--- src/rtl/matvec_seq.sv ---
// Sequential signed fixed-point matrix-vector multiplier (x = M*b), one MAC per clock.
// Optional feature: define MATVEC_SAT_EN to clamp out-of-range results and report sticky sat.
module matvec_seq #(
  parameter int DATA_WIDTH  = 16,
  parameter int MATRIX_SIZE = 3,
  parameter int FRAC_BITS   = 0
) (
  input  logic                                      clk,
  input  logic                                      rst_n,
  input  logic                                      in_valid,
  output logic                                      in_ready,
  input  logic [MATRIX_SIZE*MATRIX_SIZE*DATA_WIDTH-1:0] matrix,
  input  logic [MATRIX_SIZE*DATA_WIDTH-1:0]         vector,
  output logic                                      out_valid,
  input  logic                                      out_ready,
  output logic [MATRIX_SIZE*DATA_WIDTH-1:0]         result,
  output logic                                      sat
);
  localparam int N  = MATRIX_SIZE;
  localparam int W  = DATA_WIDTH;
  localparam int CW = $clog2(N);
  localparam int PW = 2 * W;
  localparam int AW = 2 * W + $clog2(N) + 1;
  localparam logic [CW-1:0] LAST = CW'(N - 1);
  localparam logic signed [AW-1:0] MAX_V = {{(AW - W + 1){1'b0}}, {(W - 1){1'b1}}};
  localparam logic signed [AW-1:0] MIN_V = {{(AW - W + 1){1'b1}}, {(W - 1){1'b0}}};

  // Handshake: a transfer happens on a rising clk edge where valid && ready are both 1;
  // in_ready is high only in IDLE, out_valid only in DONE, both decoded from state.
  typedef enum logic [1:0] {IDLE = 2'd0, MAC = 2'd1, DONE = 2'd2} state_t;
  state_t state, state_next;

  logic [N*N*W-1:0]      m_q;
  logic [N*W-1:0]        v_q;
  logic signed [W-1:0]   m_arr [N][N];
  logic signed [W-1:0]   v_arr [N];
  logic [W-1:0]          res_q [N];
  logic signed [AW-1:0]  acc;
  logic [CW-1:0]         row, col;
  logic                  sat_q;

  logic signed [W-1:0]   m_el, v_el;
  logic signed [PW-1:0]  prod;
  logic signed [AW-1:0]  sum, scaled;
  logic [W-1:0]          narrow;
  logic                  clip;

  for (genvar r = 0; r < N; r++) begin : g_unpack
    assign v_arr[r] = v_q[r*W +: W];
    assign result[r*W +: W] = res_q[r];
    for (genvar c = 0; c < N; c++) begin : g_col
      assign m_arr[r][c] = m_q[(r*N+c)*W +: W];
    end
  end

  assign m_el   = m_arr[row][col];
  assign v_el   = v_arr[col];
  assign prod   = $signed({{W{m_el[W-1]}}, m_el}) * $signed({{W{v_el[W-1]}}, v_el});
  assign sum    = acc + AW'(prod);
  assign scaled = sum >>> FRAC_BITS;

`ifdef MATVEC_SAT_EN
  always_comb begin
    narrow = scaled[W-1:0];
    clip   = 1'b0;
    if (scaled > MAX_V) begin
      narrow = MAX_V[W-1:0];
      clip   = 1'b1;
    end else if (scaled < MIN_V) begin
      narrow = MIN_V[W-1:0];
      clip   = 1'b1;
    end
  end
`else
  // Two's-complement wrap: the upper bits are simply dropped.
  logic unused_hi;
  assign unused_hi = ^{scaled[AW-1:W], MAX_V, MIN_V};
  assign narrow    = scaled[W-1:0];
  assign clip      = 1'b0;
`endif

  always_ff @(posedge clk or negedge rst_n) begin
    if (!rst_n) state <= IDLE;
    else        state <= state_next;
  end

  always_comb begin
    state_next = state;
    case (state)
      IDLE:    if (in_valid) state_next = MAC;
      MAC:     if (row == LAST && col == LAST) state_next = DONE;
      DONE:    if (out_ready) state_next = IDLE;
      default: state_next = IDLE;
    endcase
  end

  always_ff @(posedge clk or negedge rst_n) begin
    if (!rst_n) begin
      m_q   <= '0;
      v_q   <= '0;
      acc   <= '0;
      row   <= '0;
      col   <= '0;
      sat_q <= 1'b0;
      for (int i = 0; i < N; i++) res_q[i] <= '0;
    end else begin
      case (state)
        IDLE: if (in_valid) begin
          m_q   <= matrix;
          v_q   <= vector;
          acc   <= '0;
          row   <= '0;
          col   <= '0;
          sat_q <= 1'b0;
        end
        MAC: if (col == LAST) begin
          // Row complete: this cycle's product is folded in via sum.
          res_q[row] <= narrow;
          sat_q      <= sat_q | clip;
          acc        <= '0;
          col        <= '0;
          row        <= row + CW'(1);
        end else begin
          acc <= sum;
          col <= col + CW'(1);
        end
        default: ;
      endcase
    end
  end

  assign in_ready  = (state == IDLE);
  assign out_valid = (state == DONE);
  assign sat       = sat_q;
endmodule

--- config.mk ---
export PLATFORM = sky130hd
export DESIGN_NAME = matvec_seq
export DESIGN_NICKNAME = d
export VERILOG_FILES = /design/src/rtl/matvec_seq.sv
export SDC_FILE = /design/constraint.sdc
export NUM_CORES = 1
export LEC_CHECK = 0
export CAP_MARGIN = 40
export CELL_PAD_IN_SITES_DETAIL_PLACEMENT = 1
export CELL_PAD_IN_SITES_GLOBAL_PLACEMENT = 2
export CORE_UTILIZATION = 40
export DETAILED_ROUTE_END_ITERATION = 6
export GPL_TIMING_DRIVEN = 0
export PLACE_DENSITY = 0.92
export SKIP_LAST_GASP = 1
export SYNTH_ARGS = -nofsm -noshare
export SYNTH_HDL_FRONTEND = slang
export SYNTH_SLANG_ARGS = --single-unit
--- constraint.sdc ---
create_clock -name clk -period 20.3 [get_ports clk]
set_input_delay 6.09 -clock clk [delete_from_list [all_inputs] [get_ports clk]]
set_output_delay 6.09 -clock clk [all_outputs]
set_load 0.005 [all_outputs]
# [Word level (Yosys, flattened, before mapping)]
# Index checks and enable logic that the tools add are counted.
[totals] reg_bits=281 input_bits=196 output_inout_bits=51
[op_classes] addsub=3 multipliers=1 magnitude_cmp=3 n_eq_ne=8 muxes=24 bitwise=2 reduce_logical=9
[ops] op="48-bit binary-select mux with 2-bit select" count=1
[ops] op="48-bit two-way mux" count=2
[ops] op="16-bit two-way mux" count=5
[ops] op="35-bit two-way mux" count=2
[ops] op="35-bit one-hot mux with 2 select lines" count=1
[ops] op="16-bit binary-select mux with 2-bit select" count=2
[ops] op="48-bit bitwise mux" count=1
[ops] op="35-bit by 32-bit adder with 35-bit output" count=1
[ops] op="16-bit demux with 2-bit select" count=1
[ops] op="16-bit by 16-bit multiplier with 32-bit output" count=1
[ops] op="2-bit two-way mux" count=6
[ops] op="2-bit one-hot mux with 2 select lines" count=2
[ops] op="2-bit equality test (second input constant)" count=3
[ops] op="3-bit greater-or-equal comparator (second input constant)" count=2
[ops] op="2-bit inequality test (second input constant)" count=3
[ops] op="2-bit inverter with 3-bit output" count=2
[ops] op="2-bit one-hot mux with 3 select lines" count=1
[ops] op="2-bit AND reduction" count=3
[ops] op="3-bit AND reduction" count=2
[ops] op="2-bit by 1-bit adder with 2-bit output (second input constant)" count=2
[ops] op="3-bit by 1-bit less-than comparator with 1-bit output (second input constant)" count=1
[ops] op="2-bit by 1-bit equality test with 1-bit output (second input constant)" count=1
[ops] op="1-bit logical AND" count=2
[ops] op="2-bit logical NOT" count=1
[ops] op="2 further kinds" count=2

# [Depth between registers and ports, before layout]
# Gate-level depths: netlist of the first run.
[logic_depth] ltp_word=11 ltp_mapped=29 ltp_nobuf=25

# [Worst setup path before layout of the first run]
# Ideal clock, no wire load.
[synth_path] path_kind="input-to-reg" from="input port in_valid" to="register m_q[0]" setup_ns=0.125 arrival_ns=7.356 required_ns=20.175 slack_ns=12.819 path_stages=5 path_buffers=3 path_cell_list="and2_1 > clkbuf_1 > clkbuf_1 > clkbuf_1 > mux2_2"
[synth_via] elab_chain_cells=1
[synth_rtl] item="start, declared" line="10" text="input logic in_valid,"
[synth_rtl] item="2-bit AND reduction (no source line)"
[synth_rtl] item="end signal, assigned" line="109" text="m_q <= matrix;"
[synth_rtl] item="end, declared" line="33" text="logic [N*N*W-1:0] m_q;"
# Every way passes these cells.
# A chain may end at the register's enable or synchronous reset.

# [Worst setup path after layout of the first run]
[layout_path] from="register col[0]" to="register res_q (netlist bit result[47])"
[layout_via] elab_chain_cells=7 elab_cells_between_ends=12 classes_between="add/sub (1); mul (1); eq/ne (1); mux (7); bitwise (1); reduce/logical (1)"
[layout_rtl] item="start, declared" line="39" text="logic [CW-1:0] row, col;"
[layout_rtl] item="start signal, assigned" line="125" text="col <= col + CW'(1);"
[layout_rtl] item="2-bit inverter with 3-bit output (not written as such)" line="56, 57"
[layout_rtl] item="16-bit binary-select mux with 2-bit select (on tied branches)" line="56, 57"
[layout_rtl] item="16-bit two-way mux (on tied branches) (2 in series)" line="56, 57"
[layout_rtl] item="16-bit by 16-bit multiplier with 32-bit output" line="58" text="assign prod = $signed({{W{m_el[W-1]}}, m_el}) * $signed({{W{v_el[W-1]}}, v_el});"
[layout_rtl] item="35-bit by 32-bit adder with 35-bit output" line="59" text="assign sum = acc + AW'(prod);"
[layout_rtl] item="48-bit bitwise mux" line="118" text="res_q[row] <= narrow;"
[layout_rtl] item="end signal, assigned by index" line="118"
[layout_rtl] item="end, declared" line="37" text="logic [W-1:0] res_q [N];"
# Parallel ways exist; a longest one is shown, timed or not. The select of a mux whose other input is x is not followed.

==> report_table.html, run 1 <==
<table>
<tr><th>Metric</th><th>Value</th></tr>
<tr><th colspan="2">Status</th></tr>
<tr><td>Status</td><td>complete, no violations</td></tr>
<tr><th colspan="2">Routing</th></tr>
<tr><td>Count of routing violations after the opening detailed-route iteration</td><td>approximately 480</td></tr>
<tr><td>Remaining antenna violation count</td><td>0</td></tr>
<tr><td>Top layer in use</td><td>met5</td></tr>
<tr><td>Detailed-routing iteration count for the pre-antenna-repair pass</td><td>4</td></tr>
<tr><td>Routed length per instance</td><td>23.08 um</td></tr>
<tr><td>DRC violations left</td><td>0</td></tr>
<tr><td>Total length of routed met3 wires</td><td>2.453 mm</td></tr>
<tr><td>Wire length after detailed routing</td><td>50.55 mm</td></tr>
<tr><td>Vias</td><td>11552</td></tr>
<tr><td>Vias per std cell</td><td>5.275</td></tr>
<tr><td>Met2 WL</td><td>25.93 mm</td></tr>
<tr><td>Met1 routed wirelength after detailed routing</td><td>20.66 mm</td></tr>
<tr><th colspan="2">Worst hold path</th></tr>
<tr><td>Kind of path behind the tightest hold check</td><td>reg -&gt; reg</td></tr>
<tr><td>Worst min-delay path endpoint</td><td>result[30]</td></tr>
<tr><td>Hold wc startpoint</td><td>result[30]</td></tr>
<tr><td>Hold depth</td><td>2</td></tr>
<tr><th colspan="2">Setup path</th></tr>
<tr><td>Origin of the critical flop-to-flop path</td><td>col[0]</td></tr>
<tr><td>R2R Path End</td><td>result[47]</td></tr>
<tr><td>Delay of the slowest critical-path stage</td><td>570 ps</td></tr>
<tr><td>Setup slack on the worst flop-to-flop path</td><td>about 12000 ps</td></tr>
<tr><td>Critical path fanouts, max</td><td>10</td></tr>
<tr><td>Endpoint type of the worst setup path</td><td>register</td></tr>
<tr><td>Data required, critical path</td><td>a little over 20000 ps</td></tr>
<tr><td>R2R depth</td><td>29</td></tr>
<tr><td>Type of the worst setup path</td><td>reg -&gt; reg</td></tr>
<tr><td>CP Data Arrival Time</td><td>8830 ps</td></tr>
<tr><td>Worst Setup Start Kind</td><td>register</td></tr>
<tr><td>Critical-path cell with the highest stage delay</td><td>clkbuf_1</td></tr>
<tr><th colspan="2">Global route</th></tr>
<tr><td>Initial antenna violation count</td><td>5</td></tr>
<tr><td>Global-route wire length before repair</td><td>79.77 mm</td></tr>
<tr><td>Total gr overflow</td><td>0</td></tr>
<tr><td>Maximum number of pins on one net before global-route repair</td><td>120</td></tr>
<tr><td>Via count of the first global-routing pass</td><td>between 10000 and 15000</td></tr>
<tr><td>Total GRT Usage</td><td>between 20% and 30%</td></tr>
<tr><th colspan="2">Floorplan</th></tr>
<tr><td>Die H</td><td>202.9 um</td></tr>
<tr><td>Core region area</td><td>~0.040 mm^2</td></tr>
<tr><td>Overall die width</td><td>202.9 um</td></tr>
<tr><td>Initial core utilization</td><td>40.56%</td></tr>
<tr><td>Die area</td><td>0.04118 mm^2</td></tr>
<tr><td>I/O pin cnt</td><td>247</td></tr>
<tr><td>Row Count</td><td>73</td></tr>
<tr><th colspan="2">Synthesis</th></tr>
<tr><td>Warnings, synthesis</td><td>0</td></tr>
<tr><td>Number of flops mapped to enable cells by yosys</td><td>0</td></tr>
<tr><td>Number of distinct library cells after synthesis</td><td>71</td></tr>
<tr><td>Mapped Cells</td><td>1357</td></tr>
<tr><td>Portion of the post-synthesis area used by sequential elements</td><td>~41%</td></tr>
<tr><td>Predominant post-synthesis flop cell</td><td>dfrtp_1</td></tr>
<tr><td>Per-instance average area after synthesis</td><td>about 12 um^2</td></tr>
<tr><td>Async S/R FF share, synth</td><td>100.0%</td></tr>
<tr><td>Post-Synthesis Cell Area</td><td>0.01615 mm^2</td></tr>
<tr><td>Net count after synthesis</td><td>roughly 1700</td></tr>
<tr><td>Total of flip-flops plus latches after synthesis</td><td>around 260</td></tr>
<tr><th colspan="2">Layout</th></tr>
<tr><td>Most common cell after layout, fill and taps aside</td><td>dfrtp_1</td></tr>
<tr><td>Total Nets Final</td><td>1997</td></tr>
<tr><td>Area growth syn-to-layout</td><td>26.92%</td></tr>
<tr><td>Highest-count cells in the layout ignoring fill and taps</td><td>262 x dfrtp_1, 244 x clkdlybuf4s50_1, 238 x mux2_2</td></tr>
<tr><td># fillers</td><td>between 4000 and 5000</td></tr>
<tr><td>Fraction of final layout cells with drive strength greater than 1</td><td>22.31%</td></tr>
<tr><td>Number of standard cells in the layout, taps in and fillers out</td><td>about 2200</td></tr>
<tr><th colspan="2">Timing</th></tr>
<tr><td>Hold Violations, Final</td><td>0</td></tr>
<tr><td>Final critical-path share of the clock period</td><td>41.29%</td></tr>
<tr><td>Max-slew violation count</td><td>0</td></tr>
<tr><td>Minimum clock period</td><td>8382 ps</td></tr>
<tr><td>Clock Skews</td><td>between 10 and 15 ps</td></tr>
<tr><td>Post-Route Setup TNS</td><td>0 ps</td></tr>
<tr><td>RSZ-0062 raised after global routing</td><td>no</td></tr>
<tr><td>Max_slew headroom</td><td>37.31%</td></tr>
<tr><td>Slew at the pin with the worst max-slew slack</td><td>roughly 940 ps</td></tr>
<tr><td>Worst-case setup margin in the final layout</td><td>11920 ps</td></tr>
<tr><td>Number of failing setup endpoints in the final timing report</td><td>0</td></tr>
<tr><td>Highest clock rate</td><td>around 0.12 GHz</td></tr>
<tr><th colspan="2">Clocking</th></tr>
<tr><td>Clock root buffer</td><td>clkbuf_16</td></tr>
<tr><td>Hold_buf cts</td><td>0</td></tr>
<tr><td>Maximum buffer depth of the clock tree</td><td>3</td></tr>
<tr><td>Clock slew at reported path FFs</td><td>70 ps</td></tr>
<tr><td>H-tree Lvls</td><td>1</td></tr>
<tr><td># Post-CTS Setup Buffers</td><td>0</td></tr>
<tr><td>TritonCTS buffer count</td><td>30</td></tr>
<tr><td>Resize count post-CTS</td><td>0</td></tr>
<tr><td>Clock latency on the worst-skew pair</td><td>between 500 and 600 ps</td></tr>
<tr><td>CTS tree</td><td>yes</td></tr>
<tr><td>Clock sinks</td><td>262</td></tr>
<tr><th colspan="2">Job</th></tr>
<tr><td>Total of max-cap violations</td><td>0</td></tr>
<tr><th colspan="2">Placement</th></tr>
<tr><td>Detail Placement HPWL</td><td>39.06 mm</td></tr>
<tr><td>Post-placement worst setup slack</td><td>11300 ps</td></tr>
<tr><td>Number of input and output port buffers inserted</td><td>245</td></tr>
<tr><td>Placed Cells</td><td>2131</td></tr>
<tr><td>Global placer's final weighted congestion</td><td>0.8442</td></tr>
</table>
-- routing by layer --
layer  track usage, %  up-vias
li1                 -     5089
met1            31.43     6027
met2            45.50      337
met3            3.628       93
met4            8.002        6
met5                0        -
-- critical path: cells and delay by family (launching register included) --
family,cells,cell delay (ps)
AOI/OAI and AO/OA,5,1190
DFF,1,320
and+or+nand+nor,3,310
buffers and inverters,11,1950
muxes,2,670
adders and majority gates,7,3490
xor gates and xnor gates,1,320
-- logic make-up after synthesis --
kind of cell               count (synthesis)  synth area share (%)
AOI/OAI and AO/OA                        126                 5.996
and+or+nand+nor                          224                 6.515
DFF                                      262                 40.59
adders and majority gates                162                 16.87
muxes                                    297                 20.91
xor gates and xnor gates                  40                 2.572
other                                      1               0.02322
buffers and inverters                    245                 6.515
-- worst max-delay path by stage --
| stage | depth (start not counted) | slack (ps) | from | end |
|---|---|---|---|---|
| floorplan | 5 | 12820 | in_valid | m_q[0] |
| global route | 29 | 11530 | col[0] | result[47] |
| finish | 29 | 11920 | col[0] | result[47] |
| detailed placement | 6 | 11300 | in_valid | m_q[12] |
| CTS | 6 | 11860 | in_valid | m_q[12] |
| global placement | 1 | 1830 | rst_n | v_q[35] |
-- metrics by stage --
stage,hold slack (ps),instance area [um^2],utilization (%)
final,480.6,20500,51.47
after CTS,487.9,20480,51.43
after floorplan,455.1,16150,-
after global routing,516.6,20490,51.46
after global placement,464.6,19260,48.36
after detailed placement,473.3,19340,48.56
-- area by class of cell --
type,count,area [um^2],share of cell area [%]
clock inverters,14,246.5,1.202
plain buffers,66,380.4,1.856
flip-flops and latches,262,6556,31.98
well taps,525,656.9,3.205
clock buffers,42,897.1,4.376
repair buffers,250,2542,12.40
inverters,179,671.9,3.278
diodes,2,5.005,0.02442
multi-input cells,850,8542,41.67
-- cells in the mapped netlist, drive strengths merged, types with 13 or more instances --
| library cell | number | area (um^2) |
|---|---|---|
| a21oi | 21 | 112.6 |
| dfrtp | 262 | 6556 |
| fa | 93 | 1862 |
| nand2b | 26 | 170.2 |
| inv | 179 | 671.9 |
| o21ai | 23 | 115.1 |
| xnor2 | 33 | 311.6 |
| buf | 26 | 222.7 |
| nor2 | 115 | 444.2 |
| a22o | 15 | 131.4 |
| clkbuf | 40 | 157.6 |
| mux2i | 49 | 490.5 |
| ha | 69 | 863.3 |
| or2 | 13 | 81.33 |
| mux2 | 241 | 2725 |
| nand2 | 38 | 142.6 |
-- flip-flops by register name (all words and copies together) (netlist names) --
signal / flops
m_q: 144
acc: 16
state: 2
result: 48
v_q: 48
col: 2
row: 2
Power of run 1 is left out: the tool's default activity adds up to more than one toggle a clock period on the data nets, which glitch-free logic cannot reach.
==> run 2: changes to the inputs <==
--- a/config.mk
+++ b/config.mk
@@ -8,10 +8,10 @@
 export CAP_MARGIN = 40
 export CELL_PAD_IN_SITES_DETAIL_PLACEMENT = 1
 export CELL_PAD_IN_SITES_GLOBAL_PLACEMENT = 2
-export CORE_UTILIZATION = 40
+export CORE_UTILIZATION = 33
 export DETAILED_ROUTE_END_ITERATION = 6
 export GPL_TIMING_DRIVEN = 0
-export PLACE_DENSITY = 0.92
+export PLACE_DENSITY = 0.82
 export SKIP_LAST_GASP = 1
 export SYNTH_ARGS = -nofsm -noshare
 export SYNTH_HDL_FRONTEND = slang
==> constraint.sdc (replaced) <==
create_clock -name clk -period 7 [get_ports clk]
set_input_delay 2.1 -clock clk [delete_from_list [all_inputs] [get_ports clk]]
set_output_delay 2.1 -clock clk [all_outputs]
set_load 0.005 [all_outputs]
==> run 2 against run 1 <==
Clock skew is 9.3 ps higher. Global-route usage decreased by 4.1 points. Clock-buffer cell count shrank 5. First-iteration DRC count rose by 5.0%. Wire length increased by 3.4%. Critical path depth is 3 lower. Core utilization down 6.1 points. Hold slack improved by 1.1 ps. Sequential cell count did not move. Sequential share of layout area shrank 1.9 points. Via count up 1.0%. Highest routed layer unchanged.
==> report_table.html, run 2 (synthesis gave the netlist of run 1 again) <==
<table>
<tr><th>Metric</th><th>Value</th></tr>
<tr><th colspan="2">Job</th></tr>
<tr><td>Total of max-cap violations</td><td>0</td></tr>
<tr><th colspan="2">Timing</th></tr>
<tr><td>Number of failing setup endpoints in the final timing report</td><td>0</td></tr>
<tr><td>Slew at the pin with the worst max-slew slack</td><td>918.9 ps</td></tr>
<tr><td>Hold Violations, Final</td><td>0</td></tr>
<tr><td>Minimum clock period</td><td>6904 ps</td></tr>
<tr><td>Clock Skews</td><td>between 20 and 25 ps</td></tr>
<tr><td>Max_slew headroom</td><td>between 30% and 40%</td></tr>
<tr><td>Final critical-path share of the clock period</td><td>98.64%</td></tr>
<tr><td>Max-slew violation count</td><td>0</td></tr>
<tr><td>RSZ-0062 raised after global routing</td><td>yes</td></tr>
<tr><td>Highest clock rate</td><td>0.1448 GHz</td></tr>
<tr><th colspan="2">Layout</th></tr>
<tr><td>Fraction of final layout cells with drive strength greater than 1</td><td>just over 30%</td></tr>
<tr><td>Highest-count cells in the layout ignoring fill and taps</td><td>259 x dfrtp_1, 244 x clkdlybuf4s50_1, 233 x mux2_2</td></tr>
<tr><td>Largest register FFs</td><td>144</td></tr>
<tr><td>Final core utilization</td><td>between 40% and 50%</td></tr>
<tr><td>Total Nets Final</td><td>2061</td></tr>
<tr><td># fillers</td><td>5079</td></tr>
<tr><td>Area growth syn-to-layout</td><td>35.03%</td></tr>
<tr><td>Most common cell after layout, fill and taps aside</td><td>dfrtp_1</td></tr>
<tr><td>Register with the most flip-flops</td><td>m_q</td></tr>
<tr><th colspan="2">Clocking</th></tr>
<tr><td>Maximum buffer depth of the clock tree</td><td>3</td></tr>
<tr><td>TritonCTS buffer count</td><td>29</td></tr>
<tr><td>Hold_buf cts</td><td>0</td></tr>
<tr><td>H-tree Lvls</td><td>1</td></tr>
<tr><td>Clock latency on the worst-skew pair</td><td>570 ps</td></tr>
<tr><td>Clock slew at reported path FFs</td><td>~60 ps</td></tr>
<tr><td>CTS tree</td><td>yes</td></tr>
<tr><td>Clock root buffer</td><td>clkbuf_16</td></tr>
<tr><td>Clock sinks</td><td>262</td></tr>
<tr><th colspan="2">Floorplan</th></tr>
<tr><td>Core region area</td><td>0.04805 mm^2</td></tr>
<tr><td>I/O pin cnt</td><td>approximately 250</td></tr>
<tr><td>Die H</td><td>223.2 um</td></tr>
<tr><td>Overall die width</td><td>between 200 and 250 um</td></tr>
<tr><td>Row Count</td><td>80</td></tr>
<tr><td>Die area</td><td>0.04983 mm^2</td></tr>
<tr><td>Initial core utilization</td><td>33.61%</td></tr>
<tr><th colspan="2">Global route</th></tr>
<tr><td>Total gr overflow</td><td>0</td></tr>
<tr><td>Total GRT Usage</td><td>21.33%</td></tr>
<tr><td>Initial antenna violation count</td><td>5</td></tr>
<tr><td>Maximum number of pins on one net before global-route repair</td><td>105</td></tr>
<tr><td>Via count of the first global-routing pass</td><td>~13000</td></tr>
<tr><td>Global-route wire length before repair</td><td>approximately 80 mm</td></tr>
<tr><th colspan="2">Status</th></tr>
<tr><td>Status</td><td>complete, no violations</td></tr>
<tr><th colspan="2">Routing</th></tr>
<tr><td>Routed length per instance</td><td>22.30 um</td></tr>
<tr><td>Vias per std cell</td><td>4.980</td></tr>
<tr><td>Detailed-routing iteration count for the pre-antenna-repair pass</td><td>5</td></tr>
<tr><td>Vias</td><td>11668</td></tr>
<tr><td>Count of routing violations after the opening detailed-route iteration</td><td>505</td></tr>
<tr><td>Remaining antenna violation count</td><td>0</td></tr>
<tr><td>Wire length after detailed routing</td><td>about 52 mm</td></tr>
<tr><td>DRC violations left</td><td>0</td></tr>
<tr><th colspan="2">Placement</th></tr>
<tr><td>Detail Placement HPWL</td><td>between 30 and 40 mm</td></tr>
<tr><td>Global placer's final weighted congestion</td><td>0.8542</td></tr>
<tr><td>Number of input and output port buffers inserted</td><td>~250</td></tr>
<tr><th colspan="2">Setup path</th></tr>
<tr><td>Origin of the critical flop-to-flop path</td><td>row[1]</td></tr>
<tr><td>Endpoint type of the worst setup path</td><td>register</td></tr>
<tr><td>Worst Setup Start Kind</td><td>register</td></tr>
<tr><td>Data required, critical path</td><td>roughly 7400 ps</td></tr>
<tr><td>CP Data Arrival Time</td><td>7340 ps</td></tr>
<tr><td>Source of the critical timing path</td><td>row[1]</td></tr>
<tr><td>Type of the worst setup path</td><td>reg -&gt; reg</td></tr>
<tr><td>Critical path fanouts, max</td><td>7</td></tr>
<tr><th colspan="2">Worst hold path</th></tr>
<tr><td>Hold wc startpoint</td><td>result[7]</td></tr>
<tr><td>Kind of path behind the tightest hold check</td><td>reg -&gt; reg</td></tr>
</table>
==> run 2: per-layer routing <==
metal | share of wire (%) | global-route usage (%) | wire length, um
met1 | 42 | 26.61 | 21920
met3 | 5.0 | 3.885 | 2619
met4 | 3.2 | 7.519 | 1683
met2 | 50 | 36.88 | 26010
met5 | 0.059 | 0 | 31
==> run 2: critical path: stages, from the launching register on <==
cell and delay (ps):
dfrtp_1 400, buf_6 160, clkbuf_16 170, buf_4 130
mux2i_1 130, mux4_2 530, o22ai_1 230, buf_4 230
and2_1 170, fa_1 430, ha_1 250, fa_2 570
inv_2 40, fa_1 510, inv_2 50, fa_1 550
inv_2 50, fa_1 510, inv_2 50, ha_4 210
nand3_2 60, nand2_2 50, a41o_1 230, o41ai_2 230
buf_2 210, xnor3_2 340, mux2_4 300
==> run 2: cell type report <==
type	instances	area [um^2]	area share, %
multi-input cells	850	9039	41.45
clock buffers	37	795.8	3.649
flip-flops and latches	262	6560	30.08
well taps	615	769.5	3.529
plain buffers	63	570.5	2.616
repair buffers	318	3137	14.38
diodes	2	5.005	0.02295
inverters	179	680.7	3.121
clock inverters	17	250.2	1.148
==> run 2: what timing repair did <==
| action | 4_1_cts | 5_1_grt |
|---|---|---|
| pin swaps | 36 | 40 |
| endpoints found under the setup margin | 24 | 7 |
| resized for setup | 130 | 56 |
| gates cloned | 1 | 2 |
| buffers inserted | 39 | 23 |
==> run 2: path summary, 6_finish.rpt <==
check	end	slack [ps]	cells after the start
worst min register to register	result[7]	480	2
worst max-delay path	result[31]	100	26
min in group asynchronous	result[17]	1480	1
worst min-delay path	result[7]	480	2
max in group asynchronous	v_q[36]	4120	3
worst max register to register	result[31]	100	26
==> run 2: metrics by stage <==
stage | TNS [ps] | instance area [um^2] | cells | hold slack, ps | setup slack, ps
finish | 0 | 21810 | 2343 | 481.7 | 95.52
global route | -447.3 | 21810 | 2343 | 503.3 | -138.0
CTS | -256.8 | 21370 | 2317 | 484.8 | -94.09
detailed placement | -15900 | 19470 | 2224 | 471.8 | -1464
global placement | -2002310 | 19370 | 2217 | 464.6 | -7636
floorplan | 0 | 16150 | 1357 | 455.1 | 106.4
Power of run 2 is left out for the same reason.
